## src/rtl/conv3x3_pe_if.sv

```systemverilog
// Window, coefficient-write and result signals of the 3x3 convolution PE.
interface conv3x3_pe_if;
    logic [7:0]  p00, p01, p02, p10, p11, p12, p20, p21, p22;
    logic        window_valid;
    logic        w_load;
    logic [3:0]  w_idx;
    logic [7:0]  w_data;
    logic [7:0]  out_pixel;
    logic        out_valid;
    logic [15:0] out_count;

    modport master (
        output p00, p01, p02, p10, p11, p12, p20, p21, p22,
        output window_valid, w_load, w_idx, w_data,
        input  out_pixel, out_valid, out_count
    );

    modport slave (
        input  p00, p01, p02, p10, p11, p12, p20, p21, p22,
        input  window_valid, w_load, w_idx, w_data,
        output out_pixel, out_valid, out_count
    );
endinterface

```

## src/rtl/conv3x3_pe.sv

```systemverilog
// 3x3 convolution PE, 3-cycle latency, no backpressure (one window per cycle).
// CONV3X3_PE_RELU_EN selects a [0,255] clamp instead of signed [-128,127] saturation.
module conv3x3_pe #(
    parameter int SHIFT = 4,
    parameter int ACC_W = 21
) (
    input  logic         clk,
    input  logic         rst,
    conv3x3_pe_if.slave  s_if
);

`ifdef CONV3X3_PE_RELU_EN
    localparam logic signed [ACC_W-1:0] SAT_MAX = ACC_W'(255);
    localparam logic signed [ACC_W-1:0] SAT_MIN = ACC_W'(0);
`else
    localparam logic signed [ACC_W-1:0] SAT_MAX = ACC_W'(127);
    localparam logic signed [ACC_W-1:0] SAT_MIN = ACC_W'(-128);
`endif

    logic [7:0]               pix [0:8];
    logic signed [7:0]        k_q [0:9];
    logic signed [16:0]       prod_q [0:8];
    logic signed [7:0]        bias1_q;
    logic                     v1_q;
    logic signed [ACC_W-1:0]  acc_d, acc_q;
    logic                     v2_q;
    logic signed [ACC_W-1:0]  shifted;
    logic [7:0]               sat_d;
    logic [7:0]               pix_q;
    logic                     v3_q;
    logic [15:0]              cnt_q;

    assign pix[0] = s_if.p00;
    assign pix[1] = s_if.p01;
    assign pix[2] = s_if.p02;
    assign pix[3] = s_if.p10;
    assign pix[4] = s_if.p11;
    assign pix[5] = s_if.p12;
    assign pix[6] = s_if.p20;
    assign pix[7] = s_if.p21;
    assign pix[8] = s_if.p22;

    // Index 9 is the bias; reset leaves an identity kernel (centre = 1.0).
    always_ff @(posedge clk) begin
        if (rst) begin
            for (int i = 0; i < 10; i++) k_q[i] <= '0;
            k_q[4] <= 8'(1 << SHIFT);
        end else if (s_if.w_load && s_if.w_idx <= 4'd9) begin
            k_q[s_if.w_idx] <= s_if.w_data;
        end
    end

    // Bias travels with the products so later writes cannot touch in-flight data.
    always_ff @(posedge clk) begin
        if (rst) begin
            v1_q <= 1'b0;
        end else begin
            v1_q <= s_if.window_valid;
            if (s_if.window_valid) begin
                for (int i = 0; i < 9; i++)
                    prod_q[i] <= 17'($signed({1'b0, pix[i]})) * 17'(k_q[i]);
                bias1_q <= k_q[9];
            end
        end
    end

    always_comb begin
        acc_d = {{(ACC_W-8){bias1_q[7]}}, bias1_q};
        for (int i = 0; i < 9; i++)
            acc_d = acc_d + {{(ACC_W-17){prod_q[i][16]}}, prod_q[i]};
    end

    always_ff @(posedge clk) begin
        if (rst) begin
            v2_q <= 1'b0;
        end else begin
            v2_q <= v1_q;
            if (v1_q) acc_q <= acc_d;
        end
    end

    always_comb begin
        shifted = acc_q >>> SHIFT;
        sat_d   = shifted[7:0];
        if (shifted > SAT_MAX)      sat_d = SAT_MAX[7:0];
        else if (shifted < SAT_MIN) sat_d = SAT_MIN[7:0];
    end

    // Count advances on the edge that raises out_valid, so it includes the current pulse.
    always_ff @(posedge clk) begin
        if (rst) begin
            v3_q  <= 1'b0;
            pix_q <= '0;
            cnt_q <= '0;
        end else begin
            v3_q <= v2_q;
            if (v2_q) begin
                pix_q <= sat_d;
                cnt_q <= cnt_q + 16'd1;
            end
        end
    end

    assign s_if.out_pixel = pix_q;
    assign s_if.out_valid = v3_q;
    assign s_if.out_count = cnt_q;

endmodule

```

## src/flat_wrapper.sv

```systemverilog
// flat-port wrapper written by rule: the top's interface ports become plain ports
module conv3x3_pe_flat 
#(
    parameter int SHIFT = 4,
    parameter int ACC_W = 21
)
  (clk, rst, s_if_p00, s_if_p01, s_if_p02, s_if_p10, s_if_p11, s_if_p12, s_if_p20, s_if_p21, s_if_p22, s_if_window_valid, s_if_w_load, s_if_w_idx, s_if_w_data, s_if_out_pixel, s_if_out_valid, s_if_out_count);
  conv3x3_pe_if s_if_i ();
  input  logic clk;
  input  logic rst;
  input wire logic [$bits(s_if_i.p00)-1:0] s_if_p00;
  input wire logic [$bits(s_if_i.p01)-1:0] s_if_p01;
  input wire logic [$bits(s_if_i.p02)-1:0] s_if_p02;
  input wire logic [$bits(s_if_i.p10)-1:0] s_if_p10;
  input wire logic [$bits(s_if_i.p11)-1:0] s_if_p11;
  input wire logic [$bits(s_if_i.p12)-1:0] s_if_p12;
  input wire logic [$bits(s_if_i.p20)-1:0] s_if_p20;
  input wire logic [$bits(s_if_i.p21)-1:0] s_if_p21;
  input wire logic [$bits(s_if_i.p22)-1:0] s_if_p22;
  input wire logic [$bits(s_if_i.window_valid)-1:0] s_if_window_valid;
  input wire logic [$bits(s_if_i.w_load)-1:0] s_if_w_load;
  input wire logic [$bits(s_if_i.w_idx)-1:0] s_if_w_idx;
  input wire logic [$bits(s_if_i.w_data)-1:0] s_if_w_data;
  output wire logic [$bits(s_if_i.out_pixel)-1:0] s_if_out_pixel;
  output wire logic [$bits(s_if_i.out_valid)-1:0] s_if_out_valid;
  output wire logic [$bits(s_if_i.out_count)-1:0] s_if_out_count;
  assign s_if_i.p00 = s_if_p00;
  assign s_if_i.p01 = s_if_p01;
  assign s_if_i.p02 = s_if_p02;
  assign s_if_i.p10 = s_if_p10;
  assign s_if_i.p11 = s_if_p11;
  assign s_if_i.p12 = s_if_p12;
  assign s_if_i.p20 = s_if_p20;
  assign s_if_i.p21 = s_if_p21;
  assign s_if_i.p22 = s_if_p22;
  assign s_if_i.window_valid = s_if_window_valid;
  assign s_if_i.w_load = s_if_w_load;
  assign s_if_i.w_idx = s_if_w_idx;
  assign s_if_i.w_data = s_if_w_data;
  assign s_if_out_pixel = s_if_i.out_pixel;
  assign s_if_out_valid = s_if_i.out_valid;
  assign s_if_out_count = s_if_i.out_count;
  conv3x3_pe #(.SHIFT(SHIFT), .ACC_W(ACC_W)) u_core (.clk(clk), .rst(rst), .s_if(s_if_i));
endmodule
```

## config.mk

```make
export PLATFORM = sky130hd
export DESIGN_NAME = conv3x3_pe_flat
export DESIGN_NICKNAME = d
export VERILOG_FILES = /design/src/rtl/conv3x3_pe_if.sv /design/src/rtl/conv3x3_pe.sv /design/src/flat_wrapper.sv
export SDC_FILE = /design/constraint.sdc
export NUM_CORES = 2
export LEC_CHECK = 0
export ABC_AREA = 0
export CAP_MARGIN = 20
export CELL_PAD_IN_SITES_DETAIL_PLACEMENT = 1
export CELL_PAD_IN_SITES_GLOBAL_PLACEMENT = 2
export CORE_ASPECT_RATIO = 0.5
export CORE_MARGIN = 10
export CORE_UTILIZATION = 25
export DETAILED_ROUTE_END_ITERATION = 8
export GPL_ROUTABILITY_DRIVEN = 0
export GPL_TIMING_DRIVEN = 0
export HOLD_SLACK_MARGIN = 0.06
export PLACE_DENSITY_LB_ADDON = 0.1
export SLEW_MARGIN = 20
export SYNTH_ARGS = -nofsm -noshare
export SYNTH_HDL_FRONTEND = slang
export SYNTH_SLANG_ARGS = --single-unit
```

## constraint.sdc

```tcl
create_clock -name clk -period 23.7 [get_ports clk]
set_input_delay 4.74 -clock clk [delete_from_list [all_inputs] [get_ports clk]]
set_output_delay 4.74 -clock clk [all_outputs]
set_load 0.05 [all_outputs]
```

==> key figures <==
Yosys
  – Flip-flop and latch count after synthesis: 285
  – Top-area cell type share of the netlist area: 0.275
  – Mean instance size in the synthesized netlist: 10.2 um2
  – Synthesized area: 33200 um2
  – Synth Area in Simple Gates: 0.154
  – Most area-hungry cell type in the Yosys netlist: sky130_fd_sc_hd__fa_1
  – Most used flip-flop cell after synthesis: sky130_fd_sc_hd__edfxtp_1
  – Multiplexer share of the synthesized area: 0.000903
  – Parity-gate share of the synthesized area counting xor and xnor cells: 0.0321
  – Count of distinct cell types in the synthesized netlist: 59
  – Number of warnings reported in the yosys synthesis log: 0
  – Post-synth EDFFs: 250
  – Adder-cell area share of the yosys netlist: 0.434
  – Main combinational cell family by area after synthesis: adder cells
  – Share of the yosys chip area belonging to registers: 0.247
  – Fraction of synthesis flops using an asynchronous set or reset pin: 0
  – Compound-Gate Fraction of Synth Area: 0.0568
  – Post-Synthesis Cells: 3261
  – Top area cells in the synthesized netlist: sky130_fd_sc_hd__fa_1 28%, sky130_fd_sc_hd__edfxtp_1 23%, sky130_fd_sc_hd__ha_1 16%
  – Net count after synthesis: 4229

Setup path
  – Reg-to-reg critical path startpoint: u_core.prod_q[0][0]
  – Crit-path max FO: 8
  – Reg2Reg Capture Point: u_core.acc_q[18]
  – Critical path class: input pin to register
  – Cell with the biggest individual delay on the critical path: sky130_fd_sc_hd__clkdlybuf4s50_1
  – Sort of element at the end of the critical path: register
  – Data arrival time at the worst-slack endpoint: 9730 ps
  – Cell-by-cell listing of the critical path: clkdlybuf4s50_1 > nand2_1 > fa_1 > fa_1 > inv_1 > fa_1 > inv_1 > fa_1 > inv_1 > ha_1 > o21ai_0 > a21boi_0 > o21ai_0 > a21oi_1 > a21oi_1 > o311ai_0
  – Register-to-Register Path Depth: 23
  – Required time worst endpoint: 24010 ps
  – Maximum cell stage delay along the critical path: 700 ps
  – CP dominant cell by count: sky130_fd_sc_hd__fa_1
  – CP Launch Type: input pin
  – Worst-case register-to-register setup slack: 16840 ps
  – Timing startpoint of the critical path: s_if_p12[5]

STA
  – Final worst path period need: 9410 ps
  – Highest achievable clock rate: 0.106 GHz
  – Crit share post-route: 0.397
  – Slew Viols, Final: 0
  – Total Negative Setup Slacks: 0 ps
  – Tightest Pin Transition: 950 ps
  – Post-Route Skew: 19.7 ps
  – Worst-case headroom to the max-slew limit: 0.367
  – Final Hold Fails: 0
  – Setup-violating endpoint count in the final report: 0
  – Setup repair after global routing missed its margin: no

Floorplanning
  – Standard-cell rows: 94
  – Core region area: 132000 um2
  – Floorplan die width: 536 um
  – I/O pin count: 113
  – Height of the die: 278 um
  – Die outline area: 149000 um2
  – Starting density of the core: 0.252

Hold path
  – Type of the worst min-delay path: register to register
  – Min-Delay Startpoint: u_core.k_q[9][2]
  – Hold Path End: u_core.bias1_q[2]
  – Min-Delay Path Depth: 0

Routing
  – Number of nets with antenna violations after routing: 0
  – Total wirelength of the detailed-routed design: 103 mm
  – Post-route DRC violation count: 0
  – Number of detailed-route iterations in the first pass: 5
  – Routed wire per std cell: 19.7 um
  – Vias per cell: 4.33
  – Total vias in the final route: 22600
  – Iteration-0 DRC count of the detailed router: 1183

Placement
  – Final HPWL DP: 85.4 mm
  – Cell count after placement: 5157
  – Port-buffer cells: 109

Cells and area
  – Layout Nets: 4386
  – Total of fill cells in the finished design: 15000
  – Leading cell type in the layout, fill and taps excluded: sky130_fd_sc_hd__inv_1
  – Layout cells sized above 1: 0.0241
  – Area growth, synth to finish: 14.3%
  – Top library cells by usage in the layout, fill and taps aside: 646 x sky130_fd_sc_hd__inv_1, 457 x sky130_fd_sc_hd__fa_1, 423 x sky130_fd_sc_hd__ha_1
  – Post-route insts no fill: 5223
  – Util after Layout: 0.289

Clock network
  – Number of clock buffers inserted by TritonCTS: 35
  – CTS root buffer: sky130_fd_sc_hd__clkbuf_16
  – Total of hold buffers inserted after clock tree synthesis: 0
  – Source-to-sink clock delay at the later pin of the worst-skew pair: 560 ps
  – TritonCTS clock tree: done
  – Largest buffer count on any clock path: 3
  – CTS H-tree depth: 2
  – Post-CTS Resized: 0
  – Clock transition at the registers of the reported paths: 70 ps
  – Number of clock sinks: 285
  – Total setup buffers inserted after CTS: 0

Outcome
  – Result of the run: completed

GRT
  – Wire length of the first global-routing pass: 159 mm
  – Number of global-route vias before repair: 25200
  – Maximum number of pins on one net before global-route repair: 28
  – Antenna violations before repair: 12
  – Total congestion overflow: 0
  – Tot GR Track Use: 0.140

Run
  – Number of maximum-capacitance constraint violations: 0
-- Yosys cell counts (7+ instances only) --
| cell | count |
|---|---|
| sky130_fd_sc_hd__inv_1 | 646 |
| sky130_fd_sc_hd__o211ai_1 | 19 |
| sky130_fd_sc_hd__ha_1 | 423 |
| sky130_fd_sc_hd__xnor2_1 | 103 |
| sky130_fd_sc_hd__o31a_1 | 9 |
| sky130_fd_sc_hd__a31oi_1 | 14 |
| sky130_fd_sc_hd__clkbuf_1 | 14 |
| sky130_fd_sc_hd__nand2_1 | 276 |
| sky130_fd_sc_hd__o21ai_0 | 47 |
| sky130_fd_sc_hd__dfxtp_1 | 35 |
| sky130_fd_sc_hd__a21o_1 | 21 |
| sky130_fd_sc_hd__xor2_1 | 19 |
| sky130_fd_sc_hd__a21oi_1 | 88 |
| sky130_fd_sc_hd__nor3_1 | 40 |
| sky130_fd_sc_hd__nor2_1 | 212 |
| sky130_fd_sc_hd__nand2b_1 | 59 |
| sky130_fd_sc_hd__o21a_1 | 31 |
| sky130_fd_sc_hd__nor2b_1 | 36 |
| sky130_fd_sc_hd__fa_1 | 457 |
| sky130_fd_sc_hd__a211oi_1 | 12 |
| sky130_fd_sc_hd__and2_1 | 322 |
| sky130_fd_sc_hd__or3_1 | 10 |
| sky130_fd_sc_hd__o41ai_1 | 7 |
| sky130_fd_sc_hd__nand4_1 | 10 |
| sky130_fd_sc_hd__edfxtp_1 | 250 |
| sky130_fd_sc_hd__nand3_1 | 22 |
-- sequential cells by signal, summed over array words and instances, names as in the netlist --
signal / count
u_core.v2_q: 1
u_core.k_q: 80
u_core.s_if.out_count: 16
u_core.s_if.out_pixel: 8
u_core.bias1_q: 8
u_core.prod_q: 153
u_core.acc_q: 17
u_core.s_if.out_valid: 1
u_core.v1_q: 1
-- area by class of cell --
cell class                      count  area [um2]  area share
Multi-Input combinational cell   2315       22600       0.594
Sequential cell                   285        8210       0.216
Inverter                          646        2420      0.0638
Tap cell                         1776        2220      0.0585
Timing Repair Buffer              120        1340      0.0353
Clock buffer                       46        1010      0.0266
Clock inverter                     17         141     0.00372
Buffer                             15        58.8     0.00155
Antenna cell                        3        7.51    0.000198
-- through the flow --
stage	hold slack, ps	setup WS, ps	area, um2
after floorplan	400	10840	33200
after global placement	402	5760	36600
after detailed placement	406	13650	36800
after CTS	415	14250	38000
after global routing	417	13960	38000
final	412	14290	38000
-- cell families (layout without fill, tap and decap cells) --
group                      count (synthesis)  count (layout)
AOI/OAI and AO/OA                        290             290
xor gates and xnor gates                 122             122
buffers and inverters                    661             844
and+or+nand+nor                         1020            1020
adders and majority gates                880             880
muxes                                      3               3
DFF                                      285             285
other                                      0               3
-- layer usage --
metal	GRT usage	routed length [um]	vias to the layer above
met5	0	21	-
met4	0.0166	988	4
met3	0.0210	3610	50
met2	0.208	43000	222
met1	0.217	55500	11600
li1	-	-	10700
-- critical path, delay by kind of cell --
kind	cells	cell delay (ps)
AO/OA/AOI/OAI	6	1600
AND/OR/NAND/NOR	1	140
adder cells (fa/ha/maj)	5	2370
buffers and inverters	4	860
-- how the worst max path moves through the flow --
stage / to / slack, ps
2_1_floorplan: u_core.bias1_q[0] / 10840
3_3_place_gp: u_core.prod_q[0][115] / 5760
3_5_place_dp: u_core.prod_q[0][99] / 13650
4_1_cts: u_core.prod_q[0][99] / 14250
5_1_grt: u_core.prod_q[0][99] / 13960
6_report: u_core.prod_q[0][99] / 14290
Power is left out: the tool's default activity adds up to more than one toggle a clock period on the data nets, which glitch-free logic cannot reach.
